### src/rtl/io_cond_pkg.sv
// io_cond_pkg: shared input-conditioning constants and helpers.
// Default timings assume the 65 MHz system clock.
package io_cond_pkg;

  localparam int DB_COUNT_DEF      = 1_000_000;
  localparam int REPEAT_DELAY_DEF  = 32_500_000;
  localparam int REPEAT_PERIOD_DEF = 6_500_000;

  // Bits needed to hold the values 0..v inclusive.
  function automatic int cnt_w(input int v);
    return (v < 1) ? 1 : $clog2(v + 1);
  endfunction

  function automatic int max_i(input int a, input int b);
    return (a > b) ? a : b;
  endfunction

endpackage

### src/rtl/db_channel.sv
// db_channel: one synchronized, debounced input with edge pulses
// and optional hold-to-repeat press pulses.
module db_channel
  import io_cond_pkg::*;
#(
  parameter int DB_COUNT      = DB_COUNT_DEF,
  parameter int REPEAT_EN     = 0,
  parameter int REPEAT_DELAY  = REPEAT_DELAY_DEF,
  parameter int REPEAT_PERIOD = REPEAT_PERIOD_DEF
) (
  input  logic clk_in,
  input  logic rst_in,
  input  logic noisy_in,
  output logic clean_out,
  output logic rise_out,
  output logic fall_out,
  output logic press_out
);

  localparam int DB_W = cnt_w(DB_COUNT);
  localparam logic [DB_W-1:0] DB_MAX = DB_W'(DB_COUNT);

  logic            sync1_q;
  logic            sync2_q;
  logic            cand_q, cand_d;
  logic [DB_W-1:0] cnt_q, cnt_d;
  logic            clean_q, clean_d;
  logic            rise_q, rise_d;
  logic            fall_q, fall_d;

  // Restart the stability count on any change; accept once saturated.
  always_comb begin
    cand_d  = cand_q;
    cnt_d   = cnt_q;
    clean_d = clean_q;
    if (sync2_q != cand_q) begin
      cand_d = sync2_q;
      cnt_d  = '0;
    end else if (cnt_q == DB_MAX) begin
      clean_d = cand_q;
    end else begin
      cnt_d = cnt_q + 1'b1;
    end
    rise_d = clean_d & ~clean_q;
    fall_d = ~clean_d & clean_q;
  end

  // Synchronizer, debounce state and registered edge pulses.
  always_ff @(posedge clk_in or posedge rst_in) begin
    if (rst_in) begin
      sync1_q <= 1'b0;
      sync2_q <= 1'b0;
      cand_q  <= 1'b0;
      cnt_q   <= '0;
      clean_q <= 1'b0;
      rise_q  <= 1'b0;
      fall_q  <= 1'b0;
    end else begin
      sync1_q <= noisy_in;
      sync2_q <= sync1_q;
      cand_q  <= cand_d;
      cnt_q   <= cnt_d;
      clean_q <= clean_d;
      rise_q  <= rise_d;
      fall_q  <= fall_d;
    end
  end

  assign clean_out = clean_q;
  assign rise_out  = rise_q;
  assign fall_out  = fall_q;

  if (REPEAT_EN != 0) begin : g_rep
    localparam int RW = cnt_w(max_i(REPEAT_DELAY, REPEAT_PERIOD));
    localparam logic [RW-1:0] DLY = RW'(REPEAT_DELAY);
    localparam logic [RW-1:0] PER = RW'(REPEAT_PERIOD);

    logic [RW-1:0] rcnt_q, rcnt_d, rnext;
    logic          first_q, first_d;
    logic          press_q, press_d;

    // Count from the rise; the first target is the delay,
    // every later one the period. Leaving the high level
    // (or a fresh rise) restarts the schedule.
    always_comb begin
      rnext   = rcnt_q + 1'b1;
      rcnt_d  = rcnt_q;
      first_d = first_q;
      press_d = rise_d;
      if (!clean_d || rise_d) begin
        rcnt_d  = '0;
        first_d = 1'b0;
      end else if (rnext == (first_q ? PER : DLY)) begin
        rcnt_d  = '0;
        first_d = 1'b1;
        press_d = 1'b1;
      end else begin
        rcnt_d = rnext;
      end
    end

    // Repeat schedule state and registered press pulse.
    always_ff @(posedge clk_in or posedge rst_in) begin
      if (rst_in) begin
        rcnt_q  <= '0;
        first_q <= 1'b0;
        press_q <= 1'b0;
      end else begin
        rcnt_q  <= rcnt_d;
        first_q <= first_d;
        press_q <= press_d;
      end
    end

    assign press_out = press_q;
  end else begin : g_norep
    assign press_out = rise_q;
  end

endmodule

### src/rtl/multi_debounce.sv
// multi_debounce: N_CH independent debounce channels sharing
// one reset whose release is synchronized to clk_in.
module multi_debounce
  import io_cond_pkg::*;
#(
  parameter int N_CH          = 4,
  parameter int DB_COUNT      = DB_COUNT_DEF,
  parameter int REPEAT_EN     = 0,
  parameter int REPEAT_DELAY  = REPEAT_DELAY_DEF,
  parameter int REPEAT_PERIOD = REPEAT_PERIOD_DEF
) (
  input  logic            clk_in,
  input  logic            rst_in,
  input  logic [N_CH-1:0] noisy_in,
  output logic [N_CH-1:0] clean_out,
  output logic [N_CH-1:0] rise_out,
  output logic [N_CH-1:0] fall_out,
  output logic [N_CH-1:0] press_out
);

  logic rst_meta_q;
  logic rst_sync_q;

  // Assert immediately, release through two flops.
  always_ff @(posedge clk_in or posedge rst_in) begin
    if (rst_in) begin
      rst_meta_q <= 1'b1;
      rst_sync_q <= 1'b1;
    end else begin
      rst_meta_q <= 1'b0;
      rst_sync_q <= rst_meta_q;
    end
  end

  for (genvar i = 0; i < N_CH; i++) begin : g_ch
    db_channel #(
      .DB_COUNT      (DB_COUNT),
      .REPEAT_EN     (REPEAT_EN),
      .REPEAT_DELAY  (REPEAT_DELAY),
      .REPEAT_PERIOD (REPEAT_PERIOD)
    ) u_ch (
      .clk_in    (clk_in),
      .rst_in    (rst_sync_q),
      .noisy_in  (noisy_in[i]),
      .clean_out (clean_out[i]),
      .rise_out  (rise_out[i]),
      .fall_out  (fall_out[i]),
      .press_out (press_out[i])
    );
  end

endmodule

### config.mk
export PLATFORM = sky130hd
export DESIGN_NAME = multi_debounce
export DESIGN_NICKNAME = d
export VERILOG_FILES = /design/src/rtl/io_cond_pkg.sv /design/src/rtl/db_channel.sv /design/src/rtl/multi_debounce.sv
export SDC_FILE = /design/constraint.sdc
export NUM_CORES = 1
export LEC_CHECK = 0
export CORE_UTILIZATION = 55
export CTS_CLUSTER_SIZE = 14
export DETAILED_ROUTE_END_ITERATION = 12
export PLACE_DENSITY = 0.77
export SYNTH_ARGS = -nofsm -noshare
export SYNTH_HDL_FRONTEND = slang
export SYNTH_HIERARCHICAL = 1
export SYNTH_SLANG_ARGS = --single-unit
### constraint.sdc
create_clock -name clk_in -period 1.1 [get_ports clk_in]
set_input_delay 0.11 -clock clk_in [delete_from_list [all_inputs] [get_ports clk_in]]
set_output_delay 0.11 -clock clk_in [all_outputs]
set_load 0.02 [all_outputs]
==> results of run 1 <==
-- logic make-up after synthesis --
family	after synthesis	share of synthesized area
AND/OR/NAND/NOR	256	0.2668
flip-flops	106	0.5009
AO/OA/AOI/OAI	81	0.09230
XOR/XNOR	48	0.07932
buffers and inverters	45	0.03541
adder cells (fa/ha/maj)	8	0.01889
multiplexers	3	0.005666
other	1	0.0007075
-- per-stage QoR --
stage | utilization | cells | hold slack [ns]
after detailed placement | 0.8074 | 859 | 0.3362
after CTS | 0.9400 | 921 | 0.1236
after global placement | 0.8074 | 859 | 0.3314
after floorplan | - | 548 | 0.02150
-- cell usage after synthesis (9+ instances only) --
master / number / area share
xnor2_1: 31 / 0.051
dfrtp_1: 104 / 0.49
nand2_1: 33 / 0.023
a31oi_1: 9 / 0.011
nor4_1: 16 / 0.019
nor2_1: 61 / 0.043
clkbuf_1: 11 / 0.0078
nor3_1: 29 / 0.027
nand3_1: 32 / 0.030
nand4_1: 19 / 0.022
or3_1: 16 / 0.019
and3_1: 11 / 0.013
a21oi_1: 32 / 0.030
inv_1: 27 / 0.019
xor2_1: 17 / 0.028
o21ai_0: 20 / 0.019
-- what timing repair did --
action                                  in CTS
endpoints found under the setup margin     108
setup buffers                               47
gates resized for setup                    219
cloned                                       0
pin swaps                                  108
==> run_results.csv, run 1 <==
group,metric,value,unit
timing,endpoint_type,"register data pin",
placed_design,dp_worst_setup_slack,-0.6261,ns
floorplan,dieWidth,100.2,um
floorplan,start_util,0.5709,
global_routing,grt_max_degree,27,
clock_tree,cts.sinks,106,
clock_tree,cts_buffer_depth,2,
placed_design,place.gp.congestion,0.9337,
synthesis,synthesis.area,5300,um2
floorplan,ioPinCount,22,
clock_tree,cts_root_buffer,"clkbuf_8",
clock_tree,numCtsBuffers,9,
synthesis,syn_inst,548,
timing,worstEndpointGrtRepair,"g_ch[1].u_ch/cnt_q[17]$_DFFE_PP0P_/D",
floorplan,num_rows,35,
status,lastStage,"global routing (5_1_grt)",
status,error,"[ERROR DPL-0038] Utilization greater than 100%, impossible to legalize",
placed_design,portBuffers,21,
clock_tree,cts_hold_buf,0,
floorplan,die_h,100.2,um
synthesis,synth_seq_cells,106,
synthesis,synth_edf_count,0,
synthesis,ys_async_sr_fraction,1.000,
synthesis,yosysUniqueCellTypes,41,
synthesis,yosys_warnings,6,
synthesis,syn_avg_cell_area,9.672,um2
placed_design,dpl_cell_area,7496,um2
synthesis,synthesis.nets,562,
placed_design,hpwl,10.06,mm
clock_tree,htreeDepth,3,
synthesis,ys_seq_area_frac,0.5009,
synthesis,synth_ff_type,"dfrtp_1",
status,run_status,"aborted with a tool error",
==> inputs of run 2 (changes only) <==
Settings changed: CORE_UTILIZATION 55 to 40, CTS_CLUSTER_SIZE 14 to default, PLACE_DENSITY 0.77 to default, PLACE_DENSITY_LB_ADDON from default to 0.15.
==> run 2 against run 1 <==
Against the previous run:
- the flow now finishes, with violations (setup timing)
- synthesized cell count stayed put
- synthesized area stayed put
==> run_results.csv, run 2 <==
group,metric,value,unit
status,run_status,"complete, but fails checks",
status,violations,"setup timing",
placed_design,hpwl,9.520,mm
clock_tree,cts_tree,"done",
routing,postRouteAntennaNets,0,
pwr,power,8579,uW
global_routing,grt_pass1_vias,5227,
cells_and_area,largest_reg_flops,80,
setup_path,worst-setup-path-type,"reg -> reg",
cells_and_area,design_area,9229,um2
setup_path,r2r_start,"g_ch[1].u_ch/cnt_q[0]",
timing,period_share,1.539,
global_routing,antenna_found_initial,0,
synthesis,syn_inst,548,
routing,first_pass_iters,4,
pwr,net-switching-power,2222,uW
placed_design,place.gp.congestion,0.7944,
setup_path,cp.arrival,1.94,ns
clock_tree,cts.sinks,106,
routing,drt-initial-drc-count,246,
placed_design,dpl_cell_area,7495,um2
clock_tree,cts_buffer_depth,2,
placed_design,portBuffers,21,
synthesis,synth_edf_count,0,
synthesis,synth.top_cell.area_share,0.4910,
synthesis,ys_async_sr_fraction,1.000,
synthesis,yosysMostFrequentCell,"dfrtp_1",
floorplan,core,12770,um2
setup_path,critPathMaxFanout,5,
timing,hold_viol,0,
global_routing,grt_usage,0.2310,
pwr,swShare,0.2591,
synthesis,synthesis.nets,562,
pwr,p_seq_frac,0.485,
clock_tree,worstSkewPairLatency,0.35,ns
setup_path,start_kind,"flop",
global_routing,grt_pass1_wl,24.35,mm
clock_tree,clkTransAtPathRegs,0.07,ns
floorplan,start_util,0.4149,
timing,fin_crit,1.693,ns
floorplan,dieWidth,117.1,um
cells_and_area,final_cell_mix,"159 x buf_4, 81 x dfrtp_1, 74 x buf_6, 54 x nor2_1",
floorplan,num_rows,41,
pwr,ir_worst_vdd,0.8850,mV
timing,setup_viol,92,
hold_path,min_path_type,"in -> async",
timing,whs,0.1486,ns
pwr,power_frac_clock,0.354,
placed_design,dp_worst_setup_slack,-0.6250,ns
cells_and_area,area_delta_synth_final,74.13,%
routing,vias,5193,
clock_tree,cts_root_buffer,"clkbuf_16",
cells_and_area,layout_commonest_cell,"buf_4",
pwr,p_comb_frac,0.161,
timing,drv_slew,0,
cells_and_area,layout-drive-gt1-share,0.5746,
routing,drc_errors,0,
job,drv_cap,0,
setup_path,reg2reg_slack,-0.59,ns
clock_tree,htreeDepth,3,
synthesis,synth_seq_cells,106,
synthesis,synth_top_cells_by_count,"104 x dfrtp_1, 61 x nor2_1, 33 x nand2_1, 32 x a21oi_1, 32 x nand3_1",
synthesis,ys_seq_area_frac,0.5009,
setup_path,reg2reg_to,"g_ch[1].u_ch/cnt_q[14]",
timing,grt_setup_unrepaired,"true",
synthesis,synth_top_area_cell,"dfrtp_1",
pwr,p_per_area,929.6,nW/um2
clock_tree,cts_hold_buf,0,
pwr,p_int,6357,uW
global_routing,grt_max_degree,27,
pwr,p_leak,0.004331,uW
clock_tree,numCtsBuffers,9,
floorplan,ioPinCount,22,
timing,max_freq,590.6,MHz
floorplan,die_h,117.1,um
cells_and_area,finalNetCount,814,
setup_path,reg2reg_depth,7,
synthesis,synth_area_leaders,"dfrtp_1 49%, xnor2_1 5.1%, nor2_1 4.3%, a21oi_1 3.0%, nand3_1 3.0%",
routing,drt_wl_total,15.91,mm
synthesis,yosysUniqueCellTypes,41,
floorplan,dieArea,13710,um2
synthesis,synth_ff_type,"dfrtp_1",
synthesis,synthesis.area,5300,um2
timing,setup_slack,-0.5932,ns
timing,fin_tns_setup,-30.35,ns
cells_and_area,antenna_cells,0,
routing,wl_per_cell,16.30,um
setup_path,required,1.34,ns
setup_path,critPathCaptureType,"flop",
routing,via_per_inst,5.321,
synthesis,syn_avg_cell_area,9.672,um2
synthesis,yosys_warnings,6,
timing,skew,0.006863,ns
global_routing,grt_overflow,0,
cells_and_area,top_register,"g_ch.u_ch/cnt_q",
run 2: how the worst max path moves through the flow:
stage,startpoint,end,slack (ns),cells after the start
after global placement,g_ch[1].u_ch/cnt_q[12],g_ch[1].u_ch/fall_out,-0.55,4
final,g_ch[1].u_ch/cnt_q[0],g_ch[1].u_ch/cnt_q[14],-0.59,7
after global routing,g_ch[1].u_ch/cnt_q[0],g_ch[1].u_ch/cnt_q[14],-0.69,7
after detailed placement,g_ch[1].u_ch/cnt_q[12],g_ch[1].u_ch/fall_out,-0.62,4
after CTS,g_ch[1].u_ch/cnt_q[5],g_ch[1].u_ch/cnt_q[17],-0.55,5
after floorplan,g_ch[1].u_ch/cnt_q[7],g_ch[1].u_ch/cnt_q[19],-0.54,4
run 2: area by class of cell:
cell class / instances / area [um2]
inverters: 27 / 101.3
multi-input cells: 397 / 3704
repair buffers: 259 / 2253
well taps: 172 / 215.2
flip-flops and latches: 106 / 2684
clock buffers: 12 / 256.5
clock inverters: 3 / 15.01
fillers: 839 / 3545
run 2: kinds of logic (layout without fill, tap and decap cells):
group | after synthesis | in the layout | share of synthesized area
AO/OA/AOI/OAI | 81 | 81 | 0.09230
XOR/XNOR | 48 | 48 | 0.07932
adder cells (fa/ha/maj) | 8 | 8 | 0.01889
buffers and inverters | 45 | 301 | 0.03541
flip-flops | 106 | 106 | 0.5009
multiplexers | 3 | 3 | 0.005666
other | 1 | 1 | 0.0007075
AND/OR/NAND/NOR | 256 | 256 | 0.2668
run 2: power by group through the flow:
stage	Clock, uW	Sequential (uW)	Combinational, uW
global route	3290	4170	1480
detailed placement	0	4190	885
finish	3040	4160	1380
global placement	0	4190	859
floorplan	0	4200	445
CTS	3140	4140	1180
run 2: timing repair:
item,CTS,global route
gates cloned,1,0
endpoints found under the setup margin,107,95
pin swaps,100,92
gates resized for setup,217,89
buffers inserted,33,37
run 2: critical path, stage by stage (launching register included):
cell     delay, ns
dfrtp_2       0.43
buf_6         0.12
ha_4          0.15
nand2_4       0.05
buf_6         0.12
nor4_1        0.44
xnor2_1       0.19
nor2_1        0.07
run 2: per-layer routing:
| metal | track usage | vias up | share of wire |
|---|---|---|---|
| met4 | 0.09620 | 0 | 0.028 |
| met5 | 0 | - | 0 |
| met1 | 0.2714 | 2597 | 0.42 |
| met3 | 0.04171 | 37 | 0.026 |
| li1 | - | 2461 | - |
| met2 | 0.4158 | 98 | 0.53 |
run 2: per-stage QoR:
step | cells | util
finish | 976 | 0.7225
global route | 976 | 0.7225
CTS | 946 | 0.6784
detailed placement | 898 | 0.5867
global placement | 898 | 0.5867
floorplan | 548 | -
(Power assumes the default switching activity.)
